--- config.mk ---
export PLATFORM = sky130hd
export DESIGN_NAME = vjtag_dr_responder
export DESIGN_NICKNAME = d
export VERILOG_FILES = /design/src/rtl/vjtag_dr_responder.sv
export SDC_FILE = /design/constraint.sdc
export NUM_CORES = 1
export LEC_CHECK = 0
export BUFFER_PORTS_ARGS = -buffer_cell sky130_fd_sc_hd__buf_2
export CAP_MARGIN = 20
export CORE_ASPECT_RATIO = 0.5
export CORE_MARGIN = 2
export CORE_UTILIZATION = 30
export CTS_BUF_LIST = sky130_fd_sc_hd__clkbuf_8
export DETAILED_ROUTE_END_ITERATION = 10
export GPL_TIMING_DRIVEN = 0
export PLACE_DENSITY_LB_ADDON = 0.25
export SYNTH_ARGS = -nofsm -noshare
export SYNTH_HDL_FRONTEND = slang
export SYNTH_SLANG_ARGS = --single-unit
--- constraint.sdc ---
create_clock -name tck -period 2.65 [get_ports tck]
set_clock_uncertainty 0.2 [all_clocks]
set_input_delay 0.265 -clock tck [delete_from_list [all_inputs] [get_ports tck]]
set_output_delay 0.265 -clock tck [all_outputs]
set_load 0.1 [all_outputs]
--- src/rtl/vjtag_dr_responder.sv ---
// User-side data-register responder for a virtual JTAG hub instance.
// Decodes the latched virtual IR and runs the selected DR, all in the tck domain.
module vjtag_dr_responder #(
    parameter int                DATA_W     = 16,
    parameter logic [31:0]       ID_VALUE   = 32'h5A1E_0001,
    parameter logic [DATA_W-1:0] CTRL_RESET = '0
) (
    input  logic              tck,
    input  logic              reset,
    input  logic              tdi,
    output logic              tdo,
    input  logic [4:0]        ir_in,
    output logic [4:0]        ir_out,
    input  logic              virtual_state_cdr,
    input  logic              virtual_state_sdr,
    input  logic              virtual_state_e1dr,
    input  logic              virtual_state_pdr,
    input  logic              virtual_state_e2dr,
    input  logic              virtual_state_udr,
    input  logic              virtual_state_cir,
    input  logic              virtual_state_uir,
    input  logic [DATA_W-1:0] status_in,
    output logic [DATA_W-1:0] ctrl_reg,
    output logic              ctrl_strobe,
    output logic              err_len
);

    localparam logic [4:0] IR_IDCODE = 5'h01;
    localparam logic [4:0] IR_WRITE  = 5'h02;
    localparam logic [4:0] IR_READ   = 5'h03;
    localparam logic [4:0] IR_CLR    = 5'h04;

    typedef enum logic [1:0] {S_IDLE, S_ACTIVE, S_PAUSED} state_t;

    state_t              r_state, w_state_nxt;
    logic [4:0]          r_ir_q, w_ir_nxt;
    logic [31:0]         r_sr, w_sr_nxt, w_sr_shift, w_sr_dn;
    logic [5:0]          r_cnt, w_cnt_nxt;
    logic [DATA_W-1:0]   r_ctrl, w_ctrl_nxt;
    logic                r_strobe, w_strobe_nxt;
    logic                r_err, w_err_nxt;
    logic [4:0]          r_ir_out;
    logic [5:0]          w_len;
    logic [31:0]         w_cap;
    logic                w_unused;

    // e1dr never changes state; the hub strobe is accepted and dropped
    assign w_unused = virtual_state_e1dr;

    always_comb begin
        w_len = 6'd1;
        w_cap = '0;
        case (r_ir_q)
            IR_IDCODE: begin w_len = 6'd32;       w_cap = ID_VALUE;          end
            IR_WRITE:  begin w_len = 6'(DATA_W);  w_cap = 32'(r_ctrl);       end
            IR_READ:   begin w_len = 6'(DATA_W);  w_cap = 32'(status_in);    end
            IR_CLR:    begin w_len = 6'd1;        w_cap = {31'b0, r_err};    end
            default:   begin w_len = 6'd1;        w_cap = '0;                end
        endcase
    end

    // LSB-first shift over the low L bits only; bits at or above L hold
    assign w_sr_dn = {1'b0, r_sr[31:1]};
    always_comb begin
        w_sr_shift = r_sr;
        for (int i = 0; i < 32; i++) begin
            if (i == int'(w_len) - 1)
                w_sr_shift[i] = tdi;
            else if (i < int'(w_len) - 1)
                w_sr_shift[i] = w_sr_dn[i];
        end
    end

    always_comb begin
        w_state_nxt  = r_state;
        w_sr_nxt     = r_sr;
        w_cnt_nxt    = r_cnt;
        w_ctrl_nxt   = r_ctrl;
        w_strobe_nxt = 1'b0;
        w_err_nxt    = r_err;
        w_ir_nxt     = virtual_state_uir ? ir_in : r_ir_q;
        if (virtual_state_cir) begin
            w_state_nxt = S_IDLE;
        end else if (virtual_state_cdr) begin
            w_state_nxt = S_ACTIVE;
            w_sr_nxt    = w_cap;
            w_cnt_nxt   = '0;
        end else if (virtual_state_udr && r_state != S_IDLE) begin
            w_state_nxt = S_IDLE;
            case (r_ir_q)
                IR_WRITE: begin
                    if (r_cnt == 6'(DATA_W)) begin
                        w_ctrl_nxt   = r_sr[DATA_W-1:0];
                        w_strobe_nxt = 1'b1;
                    end else begin
                        w_err_nxt = 1'b1;
                    end
                end
                IR_CLR:  if (r_sr[0]) w_err_nxt = 1'b0;
                default: ;
            endcase
        end else if (virtual_state_sdr && r_state == S_ACTIVE) begin
            w_sr_nxt  = w_sr_shift;
            w_cnt_nxt = (r_cnt == 6'd63) ? r_cnt : r_cnt + 6'd1;
        end else if (virtual_state_pdr && r_state == S_ACTIVE) begin
            w_state_nxt = S_PAUSED;
        end else if (virtual_state_e2dr && r_state == S_PAUSED) begin
            w_state_nxt = S_ACTIVE;
        end
    end

    always_ff @(posedge tck) begin
        if (reset) r_state <= S_IDLE;
        else       r_state <= w_state_nxt;
    end

    always_ff @(posedge tck) begin
        if (reset) begin
            r_ir_q   <= '0;
            r_sr     <= '0;
            r_cnt    <= '0;
            r_ctrl   <= CTRL_RESET;
            r_strobe <= 1'b0;
            r_err    <= 1'b0;
            r_ir_out <= '0;
        end else begin
            r_ir_q   <= w_ir_nxt;
            r_sr     <= w_sr_nxt;
            r_cnt    <= w_cnt_nxt;
            r_ctrl   <= w_ctrl_nxt;
            r_strobe <= w_strobe_nxt;
            r_err    <= w_err_nxt;
            // built from next-state values so it tracks the FSM without lag
            r_ir_out <= {3'b000, w_err_nxt, w_state_nxt != S_IDLE};
        end
    end

    assign tdo         = r_sr[0];
    assign ir_out      = r_ir_out;
    assign ctrl_reg    = r_ctrl;
    assign ctrl_strobe = r_strobe;
    assign err_len     = r_err;

endmodule

Yosys cells after proc, flatten, opt, wreduce, memory -nomap -nowiden
Cells that the tools add are included.

cells by class
  $mul = 0
  reductions and logical operators = 76
  shift-type cells = 0
  bitwise gates (word level) = 4
  equality and inequality tests = 41
  $lt $le $gt $ge = 32
  divide/modulo/power cells = 0
  add/subtract/negate cells = 2
  mux-type cells = 86

operator list
  kind                   count
  $reduce_and A4 Y1      33
  $pmux W31 S4           1
  $eq A6 B7 Y1 const A   16
  $lt A6 B7 Y1 const A   16
  $mux W32               3
  $reduce_bool A3 Y1     32
  $mux W1                70
  $eq A5 B7 Y1 const A   8
  $lt A5 B7 Y1 const A   8
  $logic_not A32 Y1      1
  $eq A4 B7 Y1 const A   4
  $lt A4 B7 Y1 const A   4
  $mux W6                4
  $eq A3 B7 Y1 const A   2
  $lt A3 B7 Y1 const A   2
  $mux W2                6
  $pmux W6 S2            1
  $eq A5 B2 Y1 const B   2
  $eq A2 B7 Y1 const A   1
  $lt A1 B7 Y1 const A   1
  $lt A2 B7 Y1 const A   1
  $sub A6 B1 Y7 const B  1
  $add A6 B1 Y6 const B  1
  $eq A6 B5 Y1 const B   1
  other kinds (13)       22

storage, ports and cells
  memories kept = 0
  logic and storage cells = 281
  register bits = 68
  latch bits = 0
  memory bits (writable) = 0
  ROM bits = 0

Logic depth before layout (Yosys ltp)
Gate-level depths: netlist of run 1.

  word-level depth = 10
  depth in mapped cells = 10
  gate-level depth less buffers = 9

Least setup slack after synthesis of run 1
OpenSTA, ideal clock, no wires.

  path type = register -> register
  from = register r_ir_q[2]
  to = register r_sr[12]
  stages on the path, launching flop included = 10
  library setup time = 86 ps
  data arrival time = 2253 ps
  slack = 112 ps
  period minus slack after synthesis = 2538 ps
  cells stage by stage = dfxtp_1 > or4b_4 > buf_6 > clkbuf_1 > ha_1 > o21ai_0 > and2_1 > buf_1 > nor2_1 > a211oi_1

between the ends
  cells in the longest elaborated chain, start to end = 9
  elaborated cells between the ends (all ways) = 16
  classes of those cells = 1 x add/sub; 1 x order compare; 5 x eq/ne; 6 x mux; 3 x reduce/logical

ends and longest elaborated chain
  item                                                   RTL line  text
  from (decl)                                            36        logic [4:0] r_ir_q, w_ir_nxt;
  from (signal assigned)                                 127       r_ir_q <= w_ir_nxt;
  branches (longest 9 deep; another with $sub A6 B1 Y7)  n/a
  to (signal assigned)                                   128       r_sr <= w_sr_nxt;
  to (decl)                                              37        logic [31:0] r_sr, w_sr_nxt, w_sr_shift, w_sr_dn;

Several ways; the timed one is not identified. The select of a mux whose other input is x is not followed.
A chain may end at the register's enable or synchronous reset.

Worst setup path in the final report of run 1
  from = register r_ir_q[2]
  to = register r_sr[14]

The elaborated chain is that of the path after synthesis.

==> out/summary.txt, run 1 <==
result of the run -> complete, no violations
Die Height -> 77.3 µm
Clock H-tree levels -> 3
initial core utilization -> 0.312
final wirelength -> 9370 µm
maximum number of pins on one net before global-route repair -> 14
post-synthesis share of cell area spent on and, or, nand and nor gates -> 0.204
clock tree from TritonCTS -> done
Critical Path Fanout Max -> 13
cell count after synthesis -> 381
FMAX -> 382 MHz
Remaining Overflow, GRT -> 0
source-to-sink clock delay at the later pin of the worst-skew pair -> 0.36 ns
setup violators final -> 0
Seq/Total Area, Yosys -> 0.398
adder and majority cell fraction of the synthesized area -> 0.0272
TritonCTS Buffers -> 9
Synth Register Bits -> 64
Synth area leaders -> sky130_fd_sc_hd__dfxtp_1 40%, sky130_fd_sc_hd__mux2i_1 6.5%, sky130_fd_sc_hd__nor2_1 5.8%
Routed Antenna Nets -> 0
Max-Cap Viols -> 0
total instance count after detailed placement -> 573
Critical Path Source Type -> register
Data required, critical path -> 2.68 ns
final total power -> 2.36 mW
post-detailed-route wirelength per cell -> 15.8 µm
count of flip-flops with a built-in enable after synthesis -> 0
synthesized area per cell -> 8.45 µm²
total iterations of the first detailed-routing run -> 4
portion of synthesized cell area occupied by the leading cell type -> 0.398
area leader, netlist -> sky130_fd_sc_hd__dfxtp_1
storage element area -> 1280 µm²
clock-pin slew on the worst setup and hold paths -> 0.08 ns
non-filler cells, final -> 595
Static Leakage -> 1.51 nW
core footprint -> 10,300 µm²
Worst setup EP type -> register
die area -> 11,600 µm²
share of cell area taken by muxes after synthesis -> 0.0828
largest family of logic cells by synthesized area -> compound AO/OA/AOI/OAI gates
global-route wire length before repair -> 15,100 µm
number of flip-flops in the largest register -> 32
HPWL after detailed placement -> 6640 µm
share of synthesized flip-flops with an asynchronous set or reset -> 0
total of buffers placed on input and output ports -> 50
post-route minimum period -> 2.62 ns
transition time at the pin with the least slew margin -> 0.869 ns
count of clock tree sinks -> 64
most numerous cell in the Yosys netlist -> sky130_fd_sc_hd__dfxtp_1
net count of the finished layout -> 489
setup repair after global routing missed its margin -> true
placer congestion estimate -> 0.797
filler instances -> 1,074
fin. max-slew vios -> 0
GRT Overall Usage -> 0.169
fraction of synthesized cell area in xor and xnor cells -> 0.00816
via count -> 3,019
commonest cells in the synthesized netlist -> 64 x sky130_fd_sc_hd__dfxtp_1, 50 x sky130_fd_sc_hd__nor2_1, 37 x sky130_fd_sc_hd__nand2_1, 30 x sky130_fd_sc_hd__a21oi_1, 21 x sky130_fd_sc_hd__mux2i_1
Multi-input gate area -> 1800 µm²
fraction of final layout cells with drive strength greater than 1 -> 0.255
std cell rows -> 26
worst path arrival time -> 2.64 ns
via count of the first global-routing pass -> 2,884
die extent in x -> 151 µm
number of top-level pins -> 56
number of distinct library cells after synthesis -> 55
Relative slew margins -> 0.421
initial antenna violation count -> 0
synthesis-to-finish area growth -> 24.9%
Pwr per Cell Area -> 586 nW/µm²
synthesized-area fraction occupied by ao, oa, aoi and oai cells -> 0.221
ys flop type -> sky130_fd_sc_hd__dfxtp_1
number of hold violations in the final report -> 0
placed cell area -> 3650 µm²
Non-Filler Cell Area, Final -> 4020 µm²
number of warning messages in the yosys log -> 0
Iter 0 DRT Violations -> 207
maximum root-to-sink buffer count -> 2
total DRC errors in the routed layout -> 0
worst hold-check path type -> input port to register
Via density -> 5.07
largest voltage drop on the vdd net -> 0.222 mV
post-synthesis instance area -> 3220 µm²
share of the clock period used by the worst path after layout -> 0.987
Root Buffer -> sky130_fd_sc_hd__clkbuf_8
path type of the worst setup path -> register to register
antenna diode count -> 0
## cell type report
class	count	share of cell area
sequential	64	0.319
tap	140	0.0436
clock buffer	10	0.0342
timing repair buffer	57	0.0791
inverter	9	0.00840
buffer	28	0.0383
clock inverter	6	0.0286
multi-input combinational	281	0.448
## logic make-up after synthesis
logic type	count (synthesis)
AND/OR/NAND/NOR	135
AO/OA/AOI/OAI	107
flip-flops	64
buffers and inverters	38
multiplexers	26
adder cells (fa/ha/maj)	7
XOR/XNOR	3
other	1
## worst max-delay path, stage by stage (launching register included)
cell and delay [ns]:
sky130_fd_sc_hd__dfxtp_2 0.37, sky130_fd_sc_hd__or4b_4 0.52, sky130_fd_sc_hd__buf_6 0.16, sky130_fd_sc_hd__clkbuf_4 0.22
sky130_fd_sc_hd__ha_4 0.21, sky130_fd_sc_hd__clkbuf_2 0.23, sky130_fd_sc_hd__o41ai_1 0.44, sky130_fd_sc_hd__a211oi_1 0.13
## metrics by stage
| step | util | setup TNS (ns) | hold slack (ns) | worst slack [ns] |
|---|---|---|---|---|
| finish | 0.390 | 0 | 0.0196 | 0.0335 |
| CTS | 0.385 | 0 | 0.0132 | 0.00731 |
| detailed placement | 0.354 | -3.57 | 0.258 | -0.354 |
| global placement | 0.354 | -3.43 | 0.255 | -0.348 |
| floorplan | - | 0 | 0.152 | 0.112 |
| global route | 0.390 | -0.0749 | 0.0329 | -0.0318 |
## cell usage in the layout (no fill, tap or decap), types with 6 or more instances in the layout
cell type,synthesis,layout
sky130_fd_sc_hd__a21oi_2,10,10
sky130_fd_sc_hd__clkbuf_1,14,12
sky130_fd_sc_hd__nor2_1,50,50
sky130_fd_sc_hd__o41ai_1,9,6
sky130_fd_sc_hd__dlygate4sd3_1,0,6
sky130_fd_sc_hd__buf_2,2,52
sky130_fd_sc_hd__o21ai_1,10,10
sky130_fd_sc_hd__o21ai_0,13,13
sky130_fd_sc_hd__nand2_2,10,10
sky130_fd_sc_hd__clkbuf_8,0,10
sky130_fd_sc_hd__dfxtp_1,64,62
sky130_fd_sc_hd__a211oi_1,10,10
sky130_fd_sc_hd__mux2i_1,21,21
sky130_fd_sc_hd__ha_1,7,6
sky130_fd_sc_hd__a21oi_1,30,30
sky130_fd_sc_hd__inv_1,8,8
sky130_fd_sc_hd__nor3_1,12,12
sky130_fd_sc_hd__nand2_1,37,37
sky130_fd_sc_hd__a22oi_1,7,7
## metal layers
metal,vias up,global-route usage,share of wire
met5,-,0,0
met4,0,0.0481,0.0079
met3,5,0.0482,0.057
met2,75,0.244,0.43
met1,1431,0.242,0.51
li1,1508,-,-
## final timing paths
check                                 from                       end  slack (ns)  cells past startpoint
hold reg to reg   ctrl_reg[3]$_SDFFE_PP0P_  ctrl_reg[3]$_SDFFE_PP0P_        0.27                      2
setup / recovery    r_ir_q[2]$_SDFFE_PP0P_     r_sr[14]$_SDFFE_PP0P_        0.03                      7
setup reg to reg    r_ir_q[2]$_SDFFE_PP0P_     r_sr[14]$_SDFFE_PP0P_        0.03                      7
hold / removal           virtual_state_cir     r_state[0]$_SDFF_PP0_        0.02                      3
## power by group
part | switching, mW | leakage [nW] | internal (mW)
registers | 0.0219 | 0.520 | 0.984
logic | 0.176 | 0.868 | 0.0971
clock network | 0.422 | 0.123 | 0.655
total | 0.620 | 1.51 | 1.74
## repair_timing
| action | in CTS | in global routing |
|---|---|---|
| gates cloned | 0 | 0 |
| endpoints found under the hold margin | 6 | 0 |
| setup endpoints to repair | 14 | 28 |
| buffers inserted | 0 | 1 |
| resized for setup | 5 | 8 |
| hold buffers | 6 | 0 |
| pin swaps | 0 | 3 |
No activity file was read; power rests on OpenSTA's default activity.
==> run 2, diff against run 1 <==
--- a/config.mk
+++ b/config.mk
@@ -5,11 +5,12 @@
 export SDC_FILE = /design/constraint.sdc
 export NUM_CORES = 1
 export LEC_CHECK = 0
+export ABC_AREA = 1
 export BUFFER_PORTS_ARGS = -buffer_cell sky130_fd_sc_hd__buf_2
 export CAP_MARGIN = 20
 export CORE_ASPECT_RATIO = 0.5
 export CORE_MARGIN = 2
-export CORE_UTILIZATION = 30
+export CORE_UTILIZATION = 41
 export CTS_BUF_LIST = sky130_fd_sc_hd__clkbuf_8
 export DETAILED_ROUTE_END_ITERATION = 10
 export GPL_TIMING_DRIVEN = 0
==> constraint.sdc (replaced) <==
create_clock -name tck -period 2.89 [get_ports tck]
set_clock_uncertainty 0.2 [all_clocks]
set_input_delay 0.289 -clock tck [delete_from_list [all_inputs] [get_ports tck]]
set_output_delay 0.289 -clock tck [all_outputs]
set_load 0.1 [all_outputs]
==> run 2 against run 1 <==
  * Register-to-register slack better by 0.57 ns
  * Largest cell class unchanged
  * Fmax up 15%
  * Highest routed layer unchanged
  * Wire length down 10%
==> out/summary.txt, run 2 <==
result of the run -> complete, no violations (unchanged)
largest voltage drop on the vdd net -> 0.189 mV (was 0.222 mV)
Via density -> 4.81 (was 5.07)
Relative slew margins -> 0.629 (was 0.421)
maximum number of pins on one net before global-route repair -> 11 (was 14)
number of instances resized during post-cts repair -> 0 (was 5)
total DRC errors in the routed layout -> 0 (unchanged)
maximum root-to-sink buffer count -> 2 (unchanged)
final total power -> 2.03 mW (was 2.36 mW)
Fin Hold WS -> 0.0237 ns (was 0.0196 ns)
fin. max-slew vios -> 0 (unchanged)
Root Buffer -> sky130_fd_sc_hd__clkbuf_8 (unchanged)
fraction of final layout cells with drive strength greater than 1 -> 0.179 (was 0.255)
Critical Path, Cell by Cell -> nor2_4, nand3_1, ha_1, nand2_1, nor2_1, o21ai_0, nand2_1, nand2_1, nor2_1 (was or4b_4, buf_6, clkbuf_4, ha_4, clkbuf_2, o41ai_1, a211oi_1)
path type of the worst setup path -> register to register (unchanged)
cell type group with the largest total delay on the critical path -> simple AND/OR/NAND/NOR gates (was buffers and inverters)
setup violators final -> 0 (unchanged)
most frequent cells in the layout -> 117 x sky130_fd_sc_hd__nand2_1, 88 x sky130_fd_sc_hd__nor2_1, 64 x sky130_fd_sc_hd__dfxtp_1, 53 x sky130_fd_sc_hd__buf_2, 52 x sky130_fd_sc_hd__o21ai_0 (was 62 x sky130_fd_sc_hd__dfxtp_1, 52 x sky130_fd_sc_hd__buf_2, 50 x sky130_fd_sc_hd__nor2_1, 37 x sky130_fd_sc_hd__nand2_1, 30 x sky130_fd_sc_hd__a21oi_1)
number of top-level pins -> 56 (unchanged)
post-detailed-route wirelength per cell -> 12.3 µm (was 15.8 µm)
via count of the first global-routing pass -> 2,989 (was 2,884)
number of flip-flops in the largest register -> 32 (unchanged)
worst hold-check path type -> input port to register (unchanged)
final wirelength -> 8430 µm (was 9370 µm)
source-to-sink clock delay at the later pin of the worst-skew pair -> 0.35 ns (was 0.36 ns)
commonest non-fill, non-tap cell in the layout -> sky130_fd_sc_hd__nand2_1 (was sky130_fd_sc_hd__dfxtp_1)
FMAX -> 438 MHz (was 382 MHz)
number of hold violations in the final report -> 0 (unchanged)
Flop pwr share -> 0.458 (was 0.427)
ys flop type -> sky130_fd_sc_hd__dfxtp_1 (unchanged)
most numerous cell in the Yosys netlist -> sky130_fd_sc_hd__nand2_1 (was sky130_fd_sc_hd__dfxtp_1)
WP buf/inv -> 0 (was 3)
transition time at the pin with the least slew margin -> 0.556 ns (was 0.869 ns)
std cell rows -> 23 (was 26)
Max-Cap Viols -> 0 (unchanged)
via count -> 3,297 (was 3,019)
count of flip-flops with a built-in enable after synthesis -> 0 (unchanged)
Critical Path Source Type -> register (unchanged)
worst path arrival time -> 2.33 ns (was 2.64 ns)
share of the clock period used by the worst path after layout -> 0.790 (was 0.987)
synthesized area per cell -> 6.65 µm² (was 8.45 µm²)
die extent in x -> 132 µm (was 151 µm)
cell-internal power -> 1.48 mW (was 1.74 mW)
Static Leakage -> 1.99 nW (was 1.51 nW)
net switching component of the power -> 0.548 mW (was 0.620 mW)
switching power share of the total -> 0.270 (was 0.263)
part of the total power dissipated in the clock network -> 0.413 (was 0.457)
total iterations of the first detailed-routing run -> 4 (unchanged)
portion of synthesized cell area occupied by the leading cell type -> 0.382 (was 0.398)
Synth Register Bits -> 64 (unchanged)
post-route minimum period -> 2.28 ns (was 2.62 ns)
Data required, critical path -> 2.93 ns (was 2.68 ns)
core footprint -> 7970 µm² (was 10,300 µm²)
Iter 0 DRT Violations -> 275 (was 207)
die area -> 8970 µm² (was 11,600 µm²)
clock tree from TritonCTS -> done (unchanged)
Post-CTS Repair Setup Buffers -> 0 (unchanged)
Seq/Total Area, Yosys -> 0.382 (was 0.398)
commonest cells in the synthesized netlist -> 117 x sky130_fd_sc_hd__nand2_1, 88 x sky130_fd_sc_hd__nor2_1, 64 x sky130_fd_sc_hd__dfxtp_1, 52 x sky130_fd_sc_hd__o21ai_0, 49 x sky130_fd_sc_hd__inv_1 (was 64 x sky130_fd_sc_hd__dfxtp_1, 50 x sky130_fd_sc_hd__nor2_1, 37 x sky130_fd_sc_hd__nand2_1, 30 x sky130_fd_sc_hd__a21oi_1, 21 x sky130_fd_sc_hd__mux2i_1)
GRT Overall Usage -> 0.202 (was 0.169)
Remaining Overflow, GRT -> 0 (unchanged)
HPWL after detailed placement -> 6120 µm (was 6640 µm)
antenna diode count -> 0 (unchanged)
Pwr per Cell Area -> 509 nW/µm² (was 586 nW/µm²)
Worst setup EP type -> register (unchanged)
Critical Path Fanout Max -> 9 (was 13)
synthesis-to-finish area growth -> 18.6% (was 24.9%)
Gate power share -> 0.130 (was 0.116)
initial core utilization -> 0.421 (was 0.312)
initial antenna violation count -> 0 (unchanged)
placer congestion estimate -> 0.876 (was 0.797)
post-synthesis instance area -> 3360 µm² (was 3220 µm²)
number of warning messages in the yosys log -> 0 (unchanged)
Setup TNS -> 0 ns (unchanged)
Synth area leaders -> sky130_fd_sc_hd__dfxtp_1 38%, sky130_fd_sc_hd__nand2_1 13%, sky130_fd_sc_hd__nor2_1 9.8% (was sky130_fd_sc_hd__dfxtp_1 40%, sky130_fd_sc_hd__mux2i_1 6.5%, sky130_fd_sc_hd__nor2_1 5.8%)
Clock H-tree levels -> 3 (unchanged)
total of buffers placed on input and output ports -> 50 (unchanged)
number of distinct library cells after synthesis -> 27 (was 55)
cell at the slowest stage of the critical path -> sky130_fd_sc_hd__ha_1 (was sky130_fd_sc_hd__or4b_4)
clock-pin slew on the worst setup and hold paths -> 0.07 ns (was 0.08 ns)
count of clock tree sinks -> 64 (unchanged)
Die Height -> 68.0 µm (was 77.3 µm)
largest stage delay on the critical path -> 0.38 ns (was 0.52 ns)
filler instances -> 866 (was 1,074)
cell count after synthesis -> 505 (was 381)
setup repair after global routing missed its margin -> false (was true)
global-route wire length before repair -> 14,100 µm (was 15,100 µm)
net count of the finished layout -> 608 (was 489)
area leader, netlist -> sky130_fd_sc_hd__dfxtp_1 (unchanged)
TritonCTS Buffers -> 9 (unchanged)
share of synthesized flip-flops with an asynchronous set or reset -> 0 (unchanged)
Routed Antenna Nets -> 0 (unchanged)
crit-path most repeated cell -> sky130_fd_sc_hd__nand2_1
-- run 2: changes by cell type after synthesis, sizes merged, moves of 9 or more --
cell,delta
o41ai,-9
nand2,+76
o21ai,+29
nor3,-12
mux2i,-21
inv,+45
nor2,+46
nand3,+22
a211oi,-10
-- run 2: final cells by class --
cell class,instances,area [µm²],share of cell area
Clock buffer,13,179,0.0449
Tap cell,112,140,0.0352
Clock inverter,3,38.8,0.00974
Sequential cell,64,1280,0.322
Timing Repair Buffer,51,260,0.0653
Multi-Input combinational cell,364,1720,0.432
Inverter,55,210,0.0528
Buffer,24,154,0.0386
-- run 2: kinds of logic after synthesis --
family          share of synthesized area
simple gates                        0.335
compound gates                      0.145
buf+inv                             0.108
other cells                       0.00112
flops                               0.382
fa+ha+maj                          0.0261
xor+xnor                          0.00261
-- run 2: path summary, 6_finish.rpt --
kind / end / startpoint / slack [ns] / cells past startpoint
hold reg to reg: r_sr[29]$_SDFFE_PP0P_ / r_sr[29]$_SDFFE_PP0P_ / 0.26 / 2
setup reg to reg: r_sr[9]$_SDFFE_PP0P_ / r_ir_q[2]$_SDFFE_PP0P_ / 0.61 / 9
setup / recovery: r_sr[9]$_SDFFE_PP0P_ / r_ir_q[2]$_SDFFE_PP0P_ / 0.61 / 9
hold / removal: r_ir_q[3]$_SDFFE_PP0P_ / virtual_state_uir / 0.02 / 3
-- run 2: per-layer routing --
metal	up-vias	global-route usage	part of all wire
li1	1723	-	-
met1	1494	0.249	0.49
met2	66	0.341	0.46
met3	14	0.0607	0.041
met4	0	0.0774	0.018
met5	-	0	0
-- run 2: worst register-to-register path: cells and delay by family (launching register included) --
kind | cells | cell delay (ns)
adders and majority gates | 1 | 0.38
DFF | 1 | 0.33
AOI/OAI and AO/OA | 1 | 0.28
and+or+nand+nor | 7 | 0.99
-- run 2: metrics by stage --
step | cell area (µm²) | setup WS, ns | util | std cells
detailed placement | 3750 | 0.664 | 0.471 | 669
global placement | 3750 | 0.733 | 0.471 | 669
CTS | 3980 | 0.649 | 0.500 | 686
finish | 3980 | 0.606 | 0.500 | 686
global route | 3980 | 0.439 | 0.500 | 686
floorplan | 3360 | 0.998 | - | 507
-- run 2: what timing repair did --
action                                  4_1_cts  5_1_grt
endpoints found under the setup margin        0        0
hold buffers                                  1        0
hold endpoints to repair                      1        0
-- run 2: power groups by stage --
stage	registers (mW)	clock network, mW	logic, mW
global route	0.930	0.892	0.298
floorplan	0.958	0	0.177
CTS	0.927	0.860	0.262
global placement	0.946	0	0.258
finish	0.927	0.836	0.263
detailed placement	0.947	0	0.260
